[src/rtl/adat_rx_adat_tx_if.sv]
// adat_rx_adat_tx_if: sample-set handshake, enable and ADAT line outputs of the transmitter.
interface adat_rx_adat_tx_if;
  logic [7:0][23:0] channels;
  logic [3:0] user;
  logic smux;
  logic valid;
  logic ready;
  logic en;
  logic adat;
  logic bit_tick;
  logic frame_start;
  logic underrun;
  modport master (output channels, user, smux, valid, en, input ready, adat, bit_tick, frame_start, underrun);
  modport slave (input channels, user, smux, valid, en, output ready, adat, bit_tick, frame_start, underrun);
endinterface

[src/rtl/adat_rx_adat_tx.sv]
// adat_rx_adat_tx: ADAT optical transmitter, 8x24-bit sample sets serialized as 256-bit NRZI frames.
module adat_rx_adat_tx #(
  parameter int CLK_FREQ = 100_000_000,
  parameter int BASE_RATE = 48000,
  parameter int ACC_WIDTH = 32
) (
  input logic clk,
  input logic rst,
  adat_rx_adat_tx_if.slave bus
);
  localparam logic [63:0] INC64 = (((64'd1 << ACC_WIDTH) * 64'd512 * 64'(BASE_RATE)) + 64'(CLK_FREQ)) / (64'd2 * 64'(CLK_FREQ));
  localparam logic [ACC_WIDTH-1:0] INC = INC64[ACC_WIDTH-1:0];
  localparam logic [0:0] IDLE = 1'b0, RUN = 1'b1;
  logic [0:0] state;
  logic [ACC_WIDTH-1:0] acc;
  logic [ACC_WIDTH:0] sum;
  logic tick, boundary;
  logic [7:0] bit_idx;
  logic [7:0][23:0] hold_ch, sh_ch;
  logic [3:0] hold_user, sh_user, user_tx;
  logic hold_smux, sh_smux, hold_full;
  logic [255:0] frame;
  assign sum = {1'b0, acc} + {1'b0, INC};
  assign tick = sum[ACC_WIDTH];
  assign boundary = tick && state == RUN && bit_idx == 8'd0;
  assign user_tx = sh_smux ? (sh_user | 4'b0100) : sh_user;
  assign bus.ready = !hold_full;
  // Whole frame laid out from the shadow so the serializer is a plain bit select
  assign frame[9:0] = '0;
  assign frame[10] = 1'b1;
  assign frame[255] = 1'b1;
  for (genvar j = 0; j < 4; j++) begin : usr
    assign frame[11+j] = user_tx[3-j];
  end
  for (genvar g = 0; g < 48; g++) begin : grp
    assign frame[15+5*g] = 1'b1;
    for (genvar b = 0; b < 4; b++) begin : nib
      assign frame[16+5*g+b] = sh_ch[g/6][23-4*(g%6)-b];
    end
  end
  always_ff @(posedge clk or posedge rst) begin
    if (rst) begin
      state <= IDLE;
      acc <= '0;
      bit_idx <= '0;
      hold_ch <= '0;
      hold_user <= '0;
      hold_smux <= 1'b0;
      hold_full <= 1'b0;
      sh_ch <= '0;
      sh_user <= '0;
      sh_smux <= 1'b0;
      bus.adat <= 1'b0;
      bus.bit_tick <= 1'b0;
      bus.frame_start <= 1'b0;
      bus.underrun <= 1'b0;
    end else begin
      acc <= sum[ACC_WIDTH-1:0];
      bus.bit_tick <= tick;
      bus.frame_start <= boundary && bus.en;
      bus.underrun <= boundary && bus.en && !hold_full;
      if (bus.valid && !hold_full) begin
        hold_ch <= bus.channels;
        hold_user <= bus.user;
        hold_smux <= bus.smux;
        hold_full <= 1'b1;
      end
      if (tick) begin
        if (state == IDLE) state <= bus.en ? RUN : IDLE;
        else if (bit_idx == 8'd0 && !bus.en) state <= IDLE;
        else begin
          bus.adat <= bus.adat ^ frame[bit_idx];
          bit_idx <= bit_idx + 8'd1;
          if (bit_idx == 8'd0 && hold_full) begin
            sh_ch <= hold_ch;
            sh_user <= hold_user;
            sh_smux <= hold_smux;
            hold_full <= 1'b0;
          end
        end
      end
    end
  end
endmodule

[src/flat_wrapper.sv]
// flat-port wrapper written by rule: the top's interface ports become plain ports
module adat_rx_adat_tx_flat 
#(
  parameter int CLK_FREQ = 100_000_000,
  parameter int BASE_RATE = 48000,
  parameter int ACC_WIDTH = 32
)
  (clk, rst, bus_channels, bus_user, bus_smux, bus_valid, bus_en, bus_ready, bus_adat, bus_bit_tick, bus_frame_start, bus_underrun);
  adat_rx_adat_tx_if bus_i ();
  input logic clk;
  input logic rst;
  input wire logic [$bits(bus_i.channels)-1:0] bus_channels;
  input wire logic [$bits(bus_i.user)-1:0] bus_user;
  input wire logic [$bits(bus_i.smux)-1:0] bus_smux;
  input wire logic [$bits(bus_i.valid)-1:0] bus_valid;
  input wire logic [$bits(bus_i.en)-1:0] bus_en;
  output wire logic [$bits(bus_i.ready)-1:0] bus_ready;
  output wire logic [$bits(bus_i.adat)-1:0] bus_adat;
  output wire logic [$bits(bus_i.bit_tick)-1:0] bus_bit_tick;
  output wire logic [$bits(bus_i.frame_start)-1:0] bus_frame_start;
  output wire logic [$bits(bus_i.underrun)-1:0] bus_underrun;
  assign bus_i.channels = bus_channels;
  assign bus_i.user = bus_user;
  assign bus_i.smux = bus_smux;
  assign bus_i.valid = bus_valid;
  assign bus_i.en = bus_en;
  assign bus_ready = bus_i.ready;
  assign bus_adat = bus_i.adat;
  assign bus_bit_tick = bus_i.bit_tick;
  assign bus_frame_start = bus_i.frame_start;
  assign bus_underrun = bus_i.underrun;
  adat_rx_adat_tx #(.CLK_FREQ(CLK_FREQ), .BASE_RATE(BASE_RATE), .ACC_WIDTH(ACC_WIDTH)) u_core (.clk(clk), .rst(rst), .bus(bus_i));
endmodule
[config.mk]
export PLATFORM = sky130hd
export DESIGN_NAME = adat_rx_adat_tx_flat
export DESIGN_NICKNAME = d
export VERILOG_FILES = /design/src/rtl/adat_rx_adat_tx_if.sv /design/src/rtl/adat_rx_adat_tx.sv /design/src/flat_wrapper.sv
export SDC_FILE = /design/constraint.sdc
export NUM_CORES = 1
export LEC_CHECK = 0
export CAP_MARGIN = 10
export CORE_ASPECT_RATIO = 2
export CORE_MARGIN = 2
export CORE_UTILIZATION = 28
export DETAILED_ROUTE_END_ITERATION = 8
export SKIP_LAST_GASP = 1
export SYNTH_ARGS = -nofsm -noshare
export SYNTH_HDL_FRONTEND = slang
export SYNTH_SLANG_ARGS = --single-unit
[constraint.sdc]
create_clock -name clk -period 38.7 [get_ports clk]
set_input_delay 5.805 -clock clk [delete_from_list [all_inputs] [get_ports clk]]
set_output_delay 5.805 -clock clk [all_outputs]
set_load 0.005 [all_outputs]
==> results of run 1 <==
worst max path at each step:
| stage | to | slack, ns | cells past startpoint |
|---|---|---|---|
| final | u_core.frame[222]$_DFFE_PP0P_ | 30.37 | 6 |
| after global routing | u_core.hold_ch[135]$_DFFE_PP0P_ | 30.04 | 4 |
| after CTS | u_core.frame[251]$_DFFE_PP0P_ | 30.37 | 6 |
| after detailed placement | u_core.frame[152]$_DFFE_PP0P_ | 29.77 | 6 |
| after global placement | u_core.frame[153]$_DFFE_PP0P_ | 29.80 | 6 |
| after floorplan | u_core.acc[0]$_DFF_PP0_ | 20.64 | 1 |
metal layers:
metal	up-vias	routed length [µm]	GRT usage, %
met3	74	1770	2.10
met5	-	12	0
li1	4852	-	-
met1	5573	19300	16.8
met2	232	24200	24.8
met4	2	1680	5.57
synthesized netlist by cell type, types with 4 or more instances:
master	instances
dfrtp_1	440
mux2_2	294
mux2_1	130
clkbuf_1	41
o21ai_0	31
xnor2_1	25
nor2_1	21
a21oi_1	18
nand2_1	17
o22ai_1	17
mux2i_1	16
o221ai_1	15
buf_2	14
mux4_2	14
xor2_1	13
buf_4	10
inv_1	10
a211oi_1	9
o211ai_1	7
a2bb2oi_1	6
nand3_1	6
buf_1	5
nor3_1	5
o2111ai_1	5
nand4_1	4
nor2b_1	4
or3_1	4
registers in the layout, indices dropped and copies added (netlist names), 4 cells and up:
signal,count
u_core.hold_ch,192
u_core.sh_user,4
u_core.hold_user,4
u_core.frame,192
u_core.bit_idx,8
u_core.acc,32
cells by family (layout without fill, tap and decap cells):
logic type | count (synthesis) | after routing | synth area share (%)
DFF | 440 | 440 | 60.1
xor gates and xnor gates | 38 | 38 | 1.82
buffers and inverters | 85 | 311 | 2.16
and+or+nand+nor | 79 | 79 | 2.28
AOI/OAI and AO/OA | 130 | 130 | 4.85
adders and majority gates | 3 | 3 | 0.205
muxes | 454 | 454 | 28.6
through the flow:
| step | area (µm²) | hold slack [ns] |
|---|---|---|
| 4_1_cts | 22700 | 0.471 |
| 5_1_grt | 22700 | 0.489 |
| 2_1_floorplan | 18300 | 0.434 |
| 3_5_place_dp | 21300 | 0.458 |
| 3_3_place_gp | 21300 | 0.453 |
| 6_report | 22700 | 0.475 |
report_power, final:
part / switching [mW] / internal, mW
Sequential: 0.0581 / 0.543
Clock: 0.183 / 0.230
Combinational: 0.109 / 0.115
layout make-up:
cell class              instances  area [µm²]  share of cell area (%)
clock buffers                  62        1240                    5.47
clock inverters                14         123                   0.541
inverters                      12        52.6                   0.232
multi-input cells             704        6940                    30.6
flip-flops and latches        440       11000                    48.6
well taps                     871        1090                    4.81
repair buffers                223        2200                    9.71
==> impl_metrics.env, run 1 <==
export IMPL_skew_ns=0.0248
export IMPL_cts_setup_buffers=0
export IMPL_fill_cells=6412
export IMPL_cp_common_cell="buf_4"
export IMPL_post_place_ws_ns=29.77
export IMPL_cts_buffer_depth=3
export IMPL_grt_antenna_before_repair=2
export IMPL_num_vias=10700
export IMPL_tightest_slew_ns=1.10
export IMPL_ys_seq_area_share_pct=60.1
export IMPL_dieWidth_um=185
export IMPL_endpoint_kind="flop"
export IMPL_ir_worst_vdd_mv=0.0348
export IMPL_avgSynthCellArea_um2=14.9
export IMPL_grt_pass1_wl_mm=72.0
export IMPL_grt_setup_unrepaired="false"
export IMPL_path_clk_slew_ns=0.07
export IMPL_cts_tree="done"
export IMPL_synth_distinct_cells=59
export IMPL_grt_use_total_pct=14.0
export IMPL_io_pins=206
export IMPL_grt_pass1_vias=12000
export IMPL_mostFrequentLayoutCell="dfrtp_1"
export IMPL_grt_ovfl_total=0
export IMPL_worst_setup_path_start_kind="input pin"
export IMPL_start_util_pct=28.3
export IMPL_hold_violations=0
export IMPL_drv_cap=0
export IMPL_firstDrtPassIters=4
export IMPL_crit_fanout=75
export IMPL_r2r_start="u_core.acc[0]$_DFF_PP0_"
export IMPL_die_area_um2=67700
export IMPL_insertion_delay_ns=0.58
export IMPL_slew_viol_final=0
export IMPL_layout_nets=1628
export IMPL_synthTopCellsByArea="dfrtp_1 60%, mux2_2 18%, mux2_1 8.0%"
export IMPL_cts_sinks=440
export IMPL_status="complete, no violations"
export IMPL_synth_cells=1229
export IMPL_layout_setup_ws_ns=30.37
export IMPL_placementRows=132
export IMPL_critPathLaunch="bus_en"
export IMPL_synth_main_ff_cell="dfrtp_1"
export IMPL_worstHoldEndpoint="u_core.acc[11]$_DFF_PP0_"
export IMPL_period_minus_slack_ns=8.33
export IMPL_port_buffers=205
export IMPL_die_y_um=366
export IMPL_syn_to_final_growth_pct=23.6
export IMPL_async_reset_ff_share_pct=100
export IMPL_drt_total_wl_mm=47.0
export IMPL_drt_iter0_drc=370
export IMPL_max_freq_ghz=0.120
export IMPL_cp_buffers_inverters=3
export IMPL_p_leak_nw=10.0
export IMPL_timing_rr_end="u_core.frame[222]$_DFFE_PP0P_"
export IMPL_cts_buffers_inserted=43
export IMPL_synth_edf_count=0
export IMPL_yosys_warnings=0
export IMPL_netlist_top_cell_by_area="dfrtp_1"
export IMPL_wl_per_cell_um=20.2
export IMPL_cts_resized_gates=0
export IMPL_remaining_drc_errors=0
export IMPL_fin_crit_sh_pct=21.5
export IMPL_stdcell_count=2326
export IMPL_core_um2=64700
export IMPL_reg2regPathDepth=10
export IMPL_crit_slowest_cell="buf_4"
export IMPL_hold_buffers=0
export IMPL_setup_tns_ns=0
export IMPL_relSlewSlack_pct=26.4
export IMPL_power_density_nw_per_um2=54.7
export IMPL_grt_max_degree=171
export IMPL_viasPerCell=4.61
export IMPL_hold_path_cell_count=1
export IMPL_hold_path_startpoint="u_core.acc[11]$_DFF_PP0_"
export IMPL_synthesis_area_um2=18300
export IMPL_hpwl_mm=31.6
export IMPL_dp_cells=2250
export IMPL_totalPowerFinal_mw=1.24
export IMPL_critPathRequiredTime_ns=39.14
export IMPL_gp_congestion=0.719
export IMPL_synth_fp_nets=1433
export IMPL_min_path_type="flop to flop"
export IMPL_final_layout_size_suffix_gt1_share_pct=27.8
export IMPL_crit_path_max_incr_delay_ns=0.87
export IMPL_post_route_util_pct=35.0
export IMPL_crit_family="buffers and inverters"
export IMPL_yosysTopAreaCellShare_pct=60.1
export IMPL_layout_common_cells="436 x dfrtp_1, 294 x mux2_2, 205 x clkdlybuf4s50_1"
export IMPL_path_cells="clkdlybuf4s50_1, nand3_1, nor4_4, buf_4, buf_4, mux2_1"
export IMPL_n_antenna_cell=0
export IMPL_ant_nets=0
export IMPL_cts_htree_levels=2
export IMPL_critPathArrivalTime_ns=8.77
export IMPL_root_buffer="clkbuf_16"
export IMPL_regToRegSetupSlack_ns=34.62
export IMPL_crit_type="input pin to flop"
export IMPL_ys_ff_latch=440
export IMPL_setup_violations=0
Power figures use the tool's default switching activity.
==> run 2, diff against run 1 <==
==> constraint.sdc (replaced) <==
create_clock -name clk -period 6.9 [get_ports clk]
set_input_delay 1.035 -clock clk [delete_from_list [all_inputs] [get_ports clk]]
set_output_delay 1.035 -clock clk [all_outputs]
set_load 0.005 [all_outputs]
==> impl_metrics.env, run 2 (synthesis results as in run 1) <==
export IMPL_hpwl_mm=31.8
export IMPL_placementRows=132
export IMPL_skew_ns=0.0292
export IMPL_final_layout_size_suffix_gt1_share_pct=27.4
export IMPL_setup_violations=0
export IMPL_grt_max_degree=174
export IMPL_drv_cap=0
export IMPL_regToRegSetupSlack_ns=2.90
export IMPL_place_area_um2=21300
export IMPL_insertion_delay_ns=0.56
export IMPL_setup_tns_ns=0
export IMPL_critPathLaunch="u_core.bit_idx[0]$_DFFE_PP0P_"
export IMPL_start_util_pct=28.3
export IMPL_wl_per_cell_um=19.8
export IMPL_worst_setup_path_start_kind="flop"
export IMPL_reg2regPathDepth=8
export IMPL_totalPowerFinal_mw=6.85
export IMPL_dp_cells=2246
export IMPL_tightest_slew_ns=1.13
export IMPL_slew_viol_final=0
export IMPL_status="complete, no violations"
export IMPL_relSlewSlack_pct=24.6
export IMPL_critPathArrivalTime_ns=4.44
export IMPL_cts_sinks=440
export IMPL_crit_end="u_core.frame[251]$_DFFE_PP0P_"
export IMPL_mostFrequentLayoutCell="dfrtp_1"
export IMPL_grt_pass1_vias=11700
export IMPL_grt_use_total_pct=13.7
export IMPL_path_clk_slew_ns=0.07
export IMPL_cts_buffer_depth=3
export IMPL_fin_area_um2=22600
export IMPL_grt_pass1_wl_mm=70.5
export IMPL_grt_ovfl_total=0
export IMPL_drt_total_wl_mm=46.0
export IMPL_endpoint_kind="flop"
export IMPL_p_leak_nw=9.97
export IMPL_r2r_start="u_core.bit_idx[0]$_DFFE_PP0P_"
export IMPL_layout_nets=1623
export IMPL_io_pins=206
export IMPL_cts_setup_buffers=0
export IMPL_hold_violations=0
export IMPL_dieWidth_um=185
export IMPL_cts_buffers_inserted=42
export IMPL_die_area_um2=67700
export IMPL_drt_iter0_drc=467
export IMPL_period_minus_slack_ns=4.00
export IMPL_grt_antenna_before_repair=5
export IMPL_max_freq_ghz=0.250
export IMPL_layout_common_cells="436 x dfrtp_1, 294 x mux2_2, 205 x clkdlybuf4s50_1"
export IMPL_syn_to_final_growth_pct=23.4
export IMPL_root_buffer="clkbuf_16"
export IMPL_core_um2=64700
export IMPL_crit_fanout=77
export IMPL_hold_buffers=0
export IMPL_critPathRequiredTime_ns=7.34
export IMPL_grt_setup_unrepaired="false"
export IMPL_ant_nets=0
export IMPL_timing_rr_end="u_core.frame[251]$_DFFE_PP0P_"
export IMPL_fin_crit_sh_pct=58.0
export IMPL_ir_worst_vdd_mv=0.177
export IMPL_hold_ws_ns=0.467
export IMPL_remaining_drc_errors=0
export IMPL_port_buffers=205
export IMPL_crit_type="flop to flop"
export IMPL_die_y_um=366
export IMPL_viasPerCell=4.61
export IMPL_num_vias=10700
export IMPL_stdcell_count=2325
export IMPL_firstDrtPassIters=5
export IMPL_min_path_type="flop to flop"
export IMPL_cts_resized_gates=0
export IMPL_cts_htree_levels=2
export IMPL_gp_congestion=0.784
export IMPL_cts_tree="done"
export IMPL_power_density_nw_per_um2=303
==> run 2: cell types whose count changed in the layout (fill, tap and decap cells not counted) <==
cell and change:
diode_2 +3, clkbuf_1 +3, inv_8 -1, clkinvlp_4 +2, clkbuf_16 -1, bufinv_16 +1, clkinv_8 -1, buf_4 -5
clkinv_2 -2, clkbuf_8 -1, buf_12 +1
==> run 2: power by group <==
| group | internal (mW) | total, mW | switching (mW) |
|---|---|---|---|
| combinational | 0.633 | 1.09 | 0.460 |
| clock | 1.30 | 2.30 | 1.01 |
| sequential | 3.05 | 3.45 | 0.404 |
==> run 2: worst min path at each step <==
stage                              from                  endpoint  cells after the start
2_1_floorplan  u_core.acc[11]$_DFF_PP0_  u_core.acc[11]$_DFF_PP0_                      1
3_3_place_gp   u_core.acc[11]$_DFF_PP0_  u_core.acc[11]$_DFF_PP0_                      1
3_5_place_dp   u_core.acc[11]$_DFF_PP0_  u_core.acc[11]$_DFF_PP0_                      1
4_1_cts        u_core.acc[11]$_DFF_PP0_  u_core.acc[11]$_DFF_PP0_                      1
5_1_grt        u_core.acc[11]$_DFF_PP0_  u_core.acc[11]$_DFF_PP0_                      1
6_report       u_core.acc[11]$_DFF_PP0_  u_core.acc[11]$_DFF_PP0_                      1
==> run 2: area by class of cell <==
type / instances / area (µm²)
inverters: 12 / 48.8
repair buffers: 219 / 2180
well taps: 871 / 1090
flip-flops and latches: 440 / 11000
clock inverters: 13 / 134
fillers: 6391 / 42100
clock buffers: 63 / 1210
multi-input cells: 704 / 6940
diodes: 3 / 7.51
==> run 2: metrics by stage <==
stage | utilization [%] | worst slack [ns]
final | 35.0 | 2.90
after global routing | 35.0 | 2.63
after CTS | 34.9 | 2.84
after detailed placement | 32.9 | 2.85
after global placement | 32.9 | 2.95
after floorplan | - | -0.0802
==> run 2: critical path: stages, from the launching register on <==
cell and delay [ns]:
dfrtp_4 0.64, clkinv_1 0.47, ha_1 0.23, and4b_1 0.24, nand3_1 0.13, nor4_4 0.17, buf_4 0.82, buf_4 0.65
mux2_1 0.39
==> run 2: per-layer routing <==
metal  wire length (µm)  GRT usage [%]
met5                 13              0
met4               1740           5.86
met3               1960           2.11
met2              23400           23.7
met1              18900           16.9
